$ cat src/rtl/mul_pipe_ctrl.sv
// mul_pipe_ctrl: control and writeback stage around the LATENCY-deep multiply unit.
// Carries {valid, op, tag} through a shift pipeline that matches the multiplier
// depth, so the op select leaves the pipeline together with its product. The
// selected result is captured in a one-entry writeback buffer with a valid/ready
// handshake toward the result bus.
//
// Ports:
//   clk_i, rst_n_i       clock, asynchronous active-low reset
//   issue_valid_i/ready_o, issue_op_i, issue_tag_i   multiply request handshake
//   flush_i              kill all in-flight and buffered operations
//   mul_clk_en_o         multiplier clock enable (pipeline advance)
//   mul_ops_o            op select for the multiplier output mux, aligned with the product
//   mul_result_i         selected multiplier result
//   wb_valid_o/ready_i, wb_tag_o, wb_result_o        writeback entry handshake
//   busy_o               any stage or the buffer holds a valid entry
module mul_pipe_ctrl #(
    parameter int unsigned XLEN    = 32,
    parameter int unsigned LATENCY = 3,
    parameter int unsigned TAG_W   = 6
) (
    input  logic             clk_i,
    input  logic             rst_n_i,
    input  logic             issue_valid_i,
    output logic             issue_ready_o,
    input  logic [1:0]       issue_op_i,
    input  logic [TAG_W-1:0] issue_tag_i,
    input  logic             flush_i,
    output logic             mul_clk_en_o,
    output logic [1:0]       mul_ops_o,
    input  logic [XLEN-1:0]  mul_result_i,
    output logic             wb_valid_o,
    input  logic             wb_ready_i,
    output logic [TAG_W-1:0] wb_tag_o,
    output logic [XLEN-1:0]  wb_result_o,
    output logic             busy_o
);

    localparam int unsigned OP_W = 2;

    if (LATENCY < 1 || LATENCY > 8) begin : g_bad_latency
        $error("mul_pipe_ctrl: LATENCY must be in 1..8");
    end

    typedef struct packed {
        logic [OP_W-1:0]  op;
        logic [TAG_W-1:0] tag;
    } stage_t;

    logic               en;
    logic [LATENCY-1:0] s_valid;
    logic [LATENCY-1:0] v_next;
    stage_t             s_data [LATENCY];
    stage_t             d_next [LATENCY];

    // The whole pipe moves only when the buffer is empty or being drained.
    assign en            = !wb_valid_o || wb_ready_i;
    assign mul_clk_en_o  = en;
    assign issue_ready_o = en;
    assign mul_ops_o     = s_data[LATENCY-1].op;
    assign busy_o        = (|s_valid) || wb_valid_o;

    // Shifted view of the pipeline: stage 0 takes the issue, stage k takes stage k-1.
    always_comb begin
        v_next    = '0;
        d_next    = '{default: '0};
        v_next[0] = issue_valid_i;
        d_next[0] = '{op: issue_op_i, tag: issue_tag_i};
        for (int k = 1; k < int'(LATENCY); k++) begin
            v_next[k] = s_valid[k-1];
            d_next[k] = s_data[k-1];
        end
    end

    // Stage valids: flush wins over advance and stall.
    always_ff @(posedge clk_i or negedge rst_n_i) begin
        if (!rst_n_i) begin
            s_valid <= '0;
        end else if (flush_i) begin
            s_valid <= '0;
        end else if (en) begin
            s_valid <= v_next;
        end
    end

    // Stage payloads are never cleared by flush; stale payload is harmless once its valid is gone.
    always_ff @(posedge clk_i or negedge rst_n_i) begin
        if (!rst_n_i) begin
            for (int k = 0; k < int'(LATENCY); k++) begin
                s_data[k] <= '0;
            end
        end else if (en) begin
            for (int k = 0; k < int'(LATENCY); k++) begin
                s_data[k] <= d_next[k];
            end
        end
    end

    // Writeback buffer; drain and refill in the same edge leaves no bubble.
    always_ff @(posedge clk_i or negedge rst_n_i) begin
        if (!rst_n_i) begin
            wb_valid_o  <= 1'b0;
            wb_tag_o    <= '0;
            wb_result_o <= '0;
        end else begin
            if (flush_i) begin
                wb_valid_o <= 1'b0;
            end else if (en) begin
                wb_valid_o <= s_valid[LATENCY-1];
            end
            if (en) begin
                wb_tag_o <= s_data[LATENCY-1].tag;
                if (s_valid[LATENCY-1]) begin
                    wb_result_o <= mul_result_i;
                end
            end
        end
    end

endmodule
$ cat config.mk
export PLATFORM = sky130hd
export DESIGN_NAME = mul_pipe_ctrl
export DESIGN_NICKNAME = d
export VERILOG_FILES = /design/src/rtl/mul_pipe_ctrl.sv
export SDC_FILE = /design/constraint.sdc
export NUM_CORES = 1
export LEC_CHECK = 0
export ABC_AREA = 1
export CAP_MARGIN = 25
export CORE_UTILIZATION = 27
export CTS_BUF_LIST = sky130_fd_sc_hd__clkbuf_8
export DETAILED_ROUTE_END_ITERATION = 8
export HOLD_SLACK_MARGIN = 0.06
export SYNTH_ARGS = -nofsm -noshare
export SYNTH_HDL_FRONTEND = slang
export SYNTH_SLANG_ARGS = --single-unit
$ cat constraint.sdc
create_clock -name clk_i -period 1.6 [get_ports clk_i]
set_input_delay 0.32 -clock clk_i [delete_from_list [all_inputs] [get_ports clk_i]]
set_output_delay 0.32 -clock clk_i [all_outputs]
set_load 0.02 [all_outputs]
# After elaboration in Yosys (flattened, before gate mapping)
# Index checks and enable logic that the tools add are counted.
# W data, S select, Z words.
[totals] ff_bits=66 input_bits=45 out_inout_bits=44 word_cells=20
[classes] mux=4 reduce_logical=6
[op_table] op="$mux W3" count=2
[op_table] op="$reduce_or A3 Y1" count=1
[op_table] op="$logic_or A1 B1 Y1" count=2
[op_table] op="$mux W1" count=2
[op_table] op="$reduce_and A2 Y1" count=1
[op_table] op="$reduce_bool A2 Y1" count=1
[op_table] op="$logic_not A1 Y1" count=1

# Longest topological paths before layout
# Gate-level depths: netlist of run 1.
[logic_depth] depth_word=4 ltp_mapped=6 depth_no_buf=5

# Worst setup path before layout of run 1
# No wires, ideal clock.
[synth_timing] kind="register to output" start="register wb_valid_o" end="output mul_clk_en_o" arrival_time_ns=1.098 t_required_ns=1.280 path_slack_ns=0.182 stages_incl_launch_ff=5 n_path_buf=3 path_cell_list="dfrtp_1 > buf_6 > nand2_8 > buf_2 > buf_4"
[synth_via] elab_chain_cells=2
[synth_lines] item="start, declared" line_no="31" text="output logic wb_valid_o,"
[synth_lines] item="start signal, assigned" line_no="108" text="wb_valid_o <= s_valid[LATENCY-1];"
[synth_lines] item="$logic_not A1 Y1" line_no="56" text="assign en = !wb_valid_o || wb_ready_i;"
[synth_lines] item="$logic_or A1 B1 Y1" line_no="56"
[synth_lines] item="end, declared" line_no="28" text="output logic mul_clk_en_o,"
# No other way between the ends.

# Worst setup path after layout of run 1
[layout_timing] start="register wb_valid_o" end="output wb_valid_o"
# No word-level cell between the ends.

==> metrics.md, run 1 <==
| Metric | Value |
|---|---|
| Status | `finished, final reports clean` |
| Via density | `about 4.3` |
| Pre-CTS worst setup slack | `-258 ps` |
| Num CTS Buffers | `9` |
| WL final | `between 6 and 7 mm` |
| Net Switching | `~1.4 mW` |
| Final hold vios | `0` |
| Post-route ant nets | `0` |
| Detailed-route via count | `~2200` |
| Post-CTS Setup Bufs | `0` |
| Fin crit share | `95.7%` |
| Cell Area, Synth | `0.00270 mm^2` |
| Post-layout util | `between 30% and 40%` |
| Clock latency on the worst-skew pair | `350 ps` |
| Core Area | `about 0.0097 mm^2` |
| Hpwl dp | `3.92 mm` |
| MaxCap Viol Count | `0` |
| Mapped Nets | `343` |
| Actual slew at the worst max-slew pin | `372 ps` |
| Power per cell area | `1130 mW/mm^2` |
| Area Overhead vs Synth | `41.3%` |
| Fin Clk Skew | `between 7 and 8 ps` |
| Hold slack | `about 470 ps` |
| Critical Path Sink | `wb_valid_o` |
| Peak Freq | `653 MHz` |
| First DRT Iteration DRCs | `73` |
| Crit. End Element | `primary output` |
| First-pass GRT wire length | `9.97 mm` |
| Critical path class | `flop to primary output` |
| Avg Cell Area, Syn | `9.04 um^2` |
| DIE WIDTH | `about 100 um` |
| Remaining Overflow, GRT | `0` |
| Antenna Diode Count | `0` |
| H-tree Lvls | `3` |
| Clock power frac | `30.5%` |
| Flops & latches, synth | `66` |
| Internal | `2.89 mW` |
| YS warnings | `0` |
| GP Congestion | `0.683` |
| Fin crit period | `1530 ps` |
| Critical path's largest stage delay | `380 ps` |
| Vias in the first global route | `around 2100` |
| Worst EP arrival | `1210 ps` |
| Setup Viol. Count Final | `0` |
| CP Max Fanout | `3` |
| Top post-synthesis cells by area | `dfrtp_1, nand2_1, nand3_1, buf_2, buf_6` |
| Reg clk slew, reported paths | `80 ps` |
| Comb power frac | `22.0%` |
| R2r endpoint | `wb_result_o[5]` |
| IO Port Bufs | `88` |
| Slowest CP cell | `dfrtp_1` |
| Rows | `36` |
| Deepest clock path buffer count | `2` |
| Cells after Synth | `298` |
| Post-route DRC | `0` |
| Initial antenna violation count | `0` |
| Unrepaired setup endpoints after global routing | `no` |
| Critical path startpoint | `wb_valid_o` |
| Distinct cells, synth | `12` |
| Ports | `89` |
| Reg2reg setup slack | `180 ps` |
| Final WS setup | `68.2 ps` |
| Hold Path Class | `flop to flop` |
| R2R Path Start | `wb_valid_o` |
| Power share of the sequential group | `47.5%` |
| Pleak | `1.94 nW` |
| Synth top area share | `61.3%` |
| Initial Utilization | `27.7%` |
| Chip Height | `roughly 100 um` |
| Max_slew headroom | `approximately three quarters` |
| Synth area leader | `dfrtp_1` |
| Largest net degree at the start of global routing | `67` |
| CTS tree | `built` |
| Register area share after synthesis | `around three fifths` |
| Worst setup SP type | `flop` |
| Crit-path cells | `buf_4 > clkdlybuf4s15_1` |
| CTS Root Cell | `clkbuf_8` |
| Setup_tns | `0 ps` |
| Max VDD drop | `roughly 0.37 mV` |
| Switching Fraction | `between 30 and 40%` |
| Final #Nets | `428` |
| Die ar. | `between 0.01 and 0.015 mm^2` |
| Fraction of layout cells with a size suffix above 1 | `8.25%` |
| Initial DRT Pass Iterations | `4` |
| All-layer global routing usage | `12.8%` |
| CP required | `roughly 1300 ps` |
| WL/cell | `11.8 um` |
| Reg2Reg Depth | `6` |
| Clock Sinks | `66` |
| Fin. max-slew vios | `0` |
[cell usage in the layout, fill, tap and decap left out]
| cell type | synthesis | layout |
|---|---|---|
| nand2_1 | 130 | 130 |
| dfrtp_1 | 66 | 66 |
| nand3_1 | 63 | 63 |
| clkdlybuf4s50_1 | 0 | 43 |
| dlygate4sd2_1 | 0 | 40 |
| clkbuf_8 | 0 | 9 |
| buf_4 | 4 | 6 |
| nor2_1 | 4 | 4 |
| inv_1 | 4 | 4 |
| o21ai_1 | 4 | 4 |
| clkinvlp_4 | 0 | 3 |
| inv_6 | 0 | 3 |
| buf_2 | 16 | 3 |
| buf_12 | 0 | 2 |
| inv_2 | 1 | 1 |
| nand2_8 | 1 | 1 |
| nand2_4 | 1 | 1 |
| inv_8 | 0 | 1 |
| dlygate4sd3_1 | 0 | 1 |
| clkbuf_2 | 0 | 1 |
| clkdlybuf4s15_1 | 0 | 1 |
| buf_6 | 4 | 1 |
[synth_stat cells (all sizes together)]
cell type and number:
nand2 132, dfrtp 66, nand3 63, nor2 4
buf 24, inv 5, o21ai 4
[power groups by stage]
stage / logic (mW) / clock network, mW / registers (mW)
detailed placement: 1.11 / 0 / 2.07
global route: 1.04 / 1.45 / 2.07
CTS: 0.962 / 1.38 / 2.04
floorplan: 0.251 / 0 / 2.30
finish: 0.943 / 1.31 / 2.04
global placement: 1.09 / 0 / 2.08
[through the flow]
step           power [mW]  area (um^2)  instances
6_report             4.29         3810        521
5_1_grt              4.56         3810        521
4_1_cts              4.38         3820        521
3_5_place_dp         3.18         3670        504
3_3_place_gp         3.17         3670        504
2_1_floorplan        2.56         2700        298
[kinds of logic (layout without fill, tap and decap cells)]
group,after synthesis,count (layout),share of synthesized area [%]
buffers and inverters,29,119,6.45
AND/OR/NAND/NOR,199,199,31.5
flip-flops,66,66,61.3
AO/OA/AOI/OAI,4,4,0.743
[final cells by class]
type,instances,area [um^2]
fill,1057,5920
sequential,66,1650
inverter,5,18.8
multi-input combinational,203,870
clock buffer,9,124
clock inverter,7,60.1
timing repair buffer,98,917
tap,133,166
[worst min path at each step]
stage / from / end / slack (ps) / cells past startpoint
after floorplan: rst_n_i / d_next[0] / 20 / 0
after global placement: rst_n_i / mul_ops_o[0] / 370 / 2
after detailed placement: rst_n_i / mul_ops_o[0] / 370 / 2
after CTS: wb_result_o[14] / wb_result_o[14] / 470 / 2
after global routing: wb_result_o[9] / wb_result_o[9] / 490 / 2
final: wb_result_o[14] / wb_result_o[14] / 470 / 2
[sequential cells by signal, summed over array words and instances, names as in the netlist]
| register | count |
|---|---|
| wb_result_o | 32 |
| d_next | 16 |
| s_data | 6 |
| wb_tag_o | 6 |
| s_valid | 3 |
| mul_ops_o | 2 |
| wb_valid_o | 1 |
[critical path: cells and delay by family (launching register included)]
family | cells | cell delay [ps]
flip-flops | 1 | 380
buffers and inverters | 2 | 480
[what timing repair did]
action,CTS,global route
endpoints found under the setup margin,44,19
hold buffers,1,0
pin swaps,0,0
endpoints found under the hold margin,66,0
gates resized for setup,48,6
[routing by layer]
layer | part of all wire [%] | vias to the layer above | wire length (um) | global-route usage [%]
li1 | - | 1117 | - | -
met1 | 47 | 1041 | 2900 | 17.2
met2 | 45 | 68 | 2760 | 18.5
met3 | 6.1 | 11 | 373 | 4.72
met4 | 2.1 | 0 | 127 | 5.93
met5 | 0 | - | 0 | 0
Power figures use the tool's default switching activity.
==> inputs of run 2 (changes only) <==
--- a/config.mk
+++ b/config.mk
@@ -7,6 +7,7 @@
 export LEC_CHECK = 0
 export ABC_AREA = 1
 export CAP_MARGIN = 25
+export CORE_MARGIN = 1.5
 export CORE_UTILIZATION = 27
 export CTS_BUF_LIST = sky130_fd_sc_hd__clkbuf_8
 export DETAILED_ROUTE_END_ITERATION = 8
==> metrics.md, run 2 (synthesized netlist as in run 1, its figures left out) <==
| Metric | Value |
|---|---|
| Post-CTS Setup Bufs | `0` |
| Multi-input gate area | `between 800 and 900 um^2` |
| H-tree Lvls | `3` |
| Placed instance area | `between 0.003 and 0.004 mm^2` |
| Hold Path Class | `input pin to async pin` |
| CP required | `1280 ps` |
| Worst EP arrival | `between 1000 and 1500 ps` |
| Vias in the first global route | `2206` |
| Worst setup SP type | `flop` |
| Max VDD drop | `0.571 mV` |
| Fraction of layout cells with a size suffix above 1 | `8.97%` |
| Final #Nets | `430` |
| Fin area | `about 0.0038 mm^2` |
| Num CTS Buffers | `9` |
| Critical path class | `flop to primary output` |
| Initial antenna violation count | `0` |
| Critical Path Sink | `issue_ready_o` |
| Fillers | `1028` |
| Antenna Diode Count | `0` |
| Post-route ant nets | `0` |
| First-pass GRT wire length | `10.4 mm` |
| Actual slew at the worst max-slew pin | `389 ps` |
| Hold slack | `around 430 ps` |
| R2R Path Start | `wb_valid_o` |
| Reg2Reg Depth | `6` |
| Post-route DRC | `0` |
| Remaining Overflow, GRT | `0` |
| Max_slew headroom | `between 70% and 80%` |
| Critical path startpoint | `wb_valid_o` |
| Detailed-route via count | `2218` |
| Initial DRT Pass Iterations | `4` |
| All-layer global routing usage | `12.7%` |
| Deepest clock path buffer count | `2` |
| WL/cell | `11.9 um` |
| DIE WIDTH | `103 um` |
| Unrepaired setup endpoints after global routing | `no` |
| IO Port Bufs | `88` |
| Setup Viol. Count Final | `0` |
| Biggest register | `wb_result_o` |
| WL final | `6.24 mm` |
| Pleak | `1.96 nW` |
| Fin crit period | `1460 ps` |
| Final hold vios | `0` |
| Status | `finished, final reports clean` |
| Fin Clk Skew | `9.86 ps` |
| Largest net degree at the start of global routing | `40` |
| Clock latency on the worst-skew pair | `340 ps` |
| Power per cell area | `1120 mW/mm^2` |
| Total power draw | `4.30 mW` |
| Commonest non-fill, non-tap cells in the layout | `nand2_1, dfrtp_1, nand3_1` |
| Die ar. | `0.0106 mm^2` |
| GP Congestion | `0.682` |
| Crit. End Element | `primary output` |
| Initial Utilization | `roughly 28%` |
| R2r endpoint | `wb_result_o[7]` |
| Ports | `89` |
| Chip Height | `about 100 um` |
| MaxCap Viol Count | `0` |
| Via density | `4.24` |
| Setup_tns | `0 ps` |
| Peak Freq | `slightly below 700 MHz` |
| CP Max Fanout | `5` |
| Core Area | `0.00973 mm^2` |
| Reg clk slew, reported paths | `90 ps` |
| Number of flip-flops in the largest register | `32` |
| Area Overhead vs Synth | `42.1%` |
| CTS tree | `built` |
| Most common cell after layout, fill and taps aside | `nand2_1` |
| Reg area | `approximately 0.0017 mm^2` |
| Rows | `36` |
| Reg2reg setup slack | `150 ps` |
| First DRT Iteration DRCs | `89` |
| Clock Sinks | `66` |
| Fin. max-slew vios | `0` |
| Fin crit share | `between 90% and 100%` |
| CTS Root Cell | `clkbuf_8` |
| Hpwl dp | `4.15 mm` |
run 2: cell types whose count changed in the layout (fill, tap and decap cells not counted):
cell | before | now
buf_6 | 1 | 0
buf_4 | 6 | 9
buf_12 | 2 | 3
clkdlybuf4s15_1 | 1 | 0
run 2: cell type report:
type | count | share of cell area, %
Timing Repair Buffer | 100 | 24.5
Inverter | 5 | 0.490
Clock inverter | 7 | 1.57
Multi-Input combinational cell | 203 | 22.7
Tap cell | 133 | 4.35
Sequential cell | 66 | 43.1
Clock buffer | 9 | 3.24
run 2: through the flow:
stage	util, %	std cells	worst slack (ps)
CTS	39.6	523	9.75
global route	39.4	523	15.8
finish	39.4	523	144
detailed placement	38.1	506	-245
floorplan	-	298	182
global placement	38.1	506	-243
run 2: metal layers:
metal | vias to the layer above | global-route usage, % | routed length, um
li1 | 1118 | - | -
met1 | 1027 | 16.8 | 2920
met2 | 65 | 19.5 | 2850
met3 | 8 | 3.59 | 375
met4 | 0 | 5.61 | 91
met5 | - | 0 | 0
run 2: worst max-delay path, stage by stage, from the launching register on:
cell     delay [ps]
dfrtp_1         430
buf_12          150
nand2_8          60
buf_2           160
run 2: power by group:
group | switching (mW) | internal (mW)
clock | 0.724 | 0.589
sequential | 0.125 | 1.91
combinational | 0.553 | 0.399
run 2: worst min-delay path by stage:
stage                              end
after floorplan              d_next[0]
after global placement    mul_ops_o[0]
after detailed placement  mul_ops_o[0]
after CTS                 mul_ops_o[0]
after global routing       wb_tag_o[4]
final                     mul_ops_o[0]
run 2: repair_timing:
action,CTS,global route
hold endpoints to repair,27,0
hold buffers,1,0
setup endpoints to repair,44,4
resized for setup,50,5
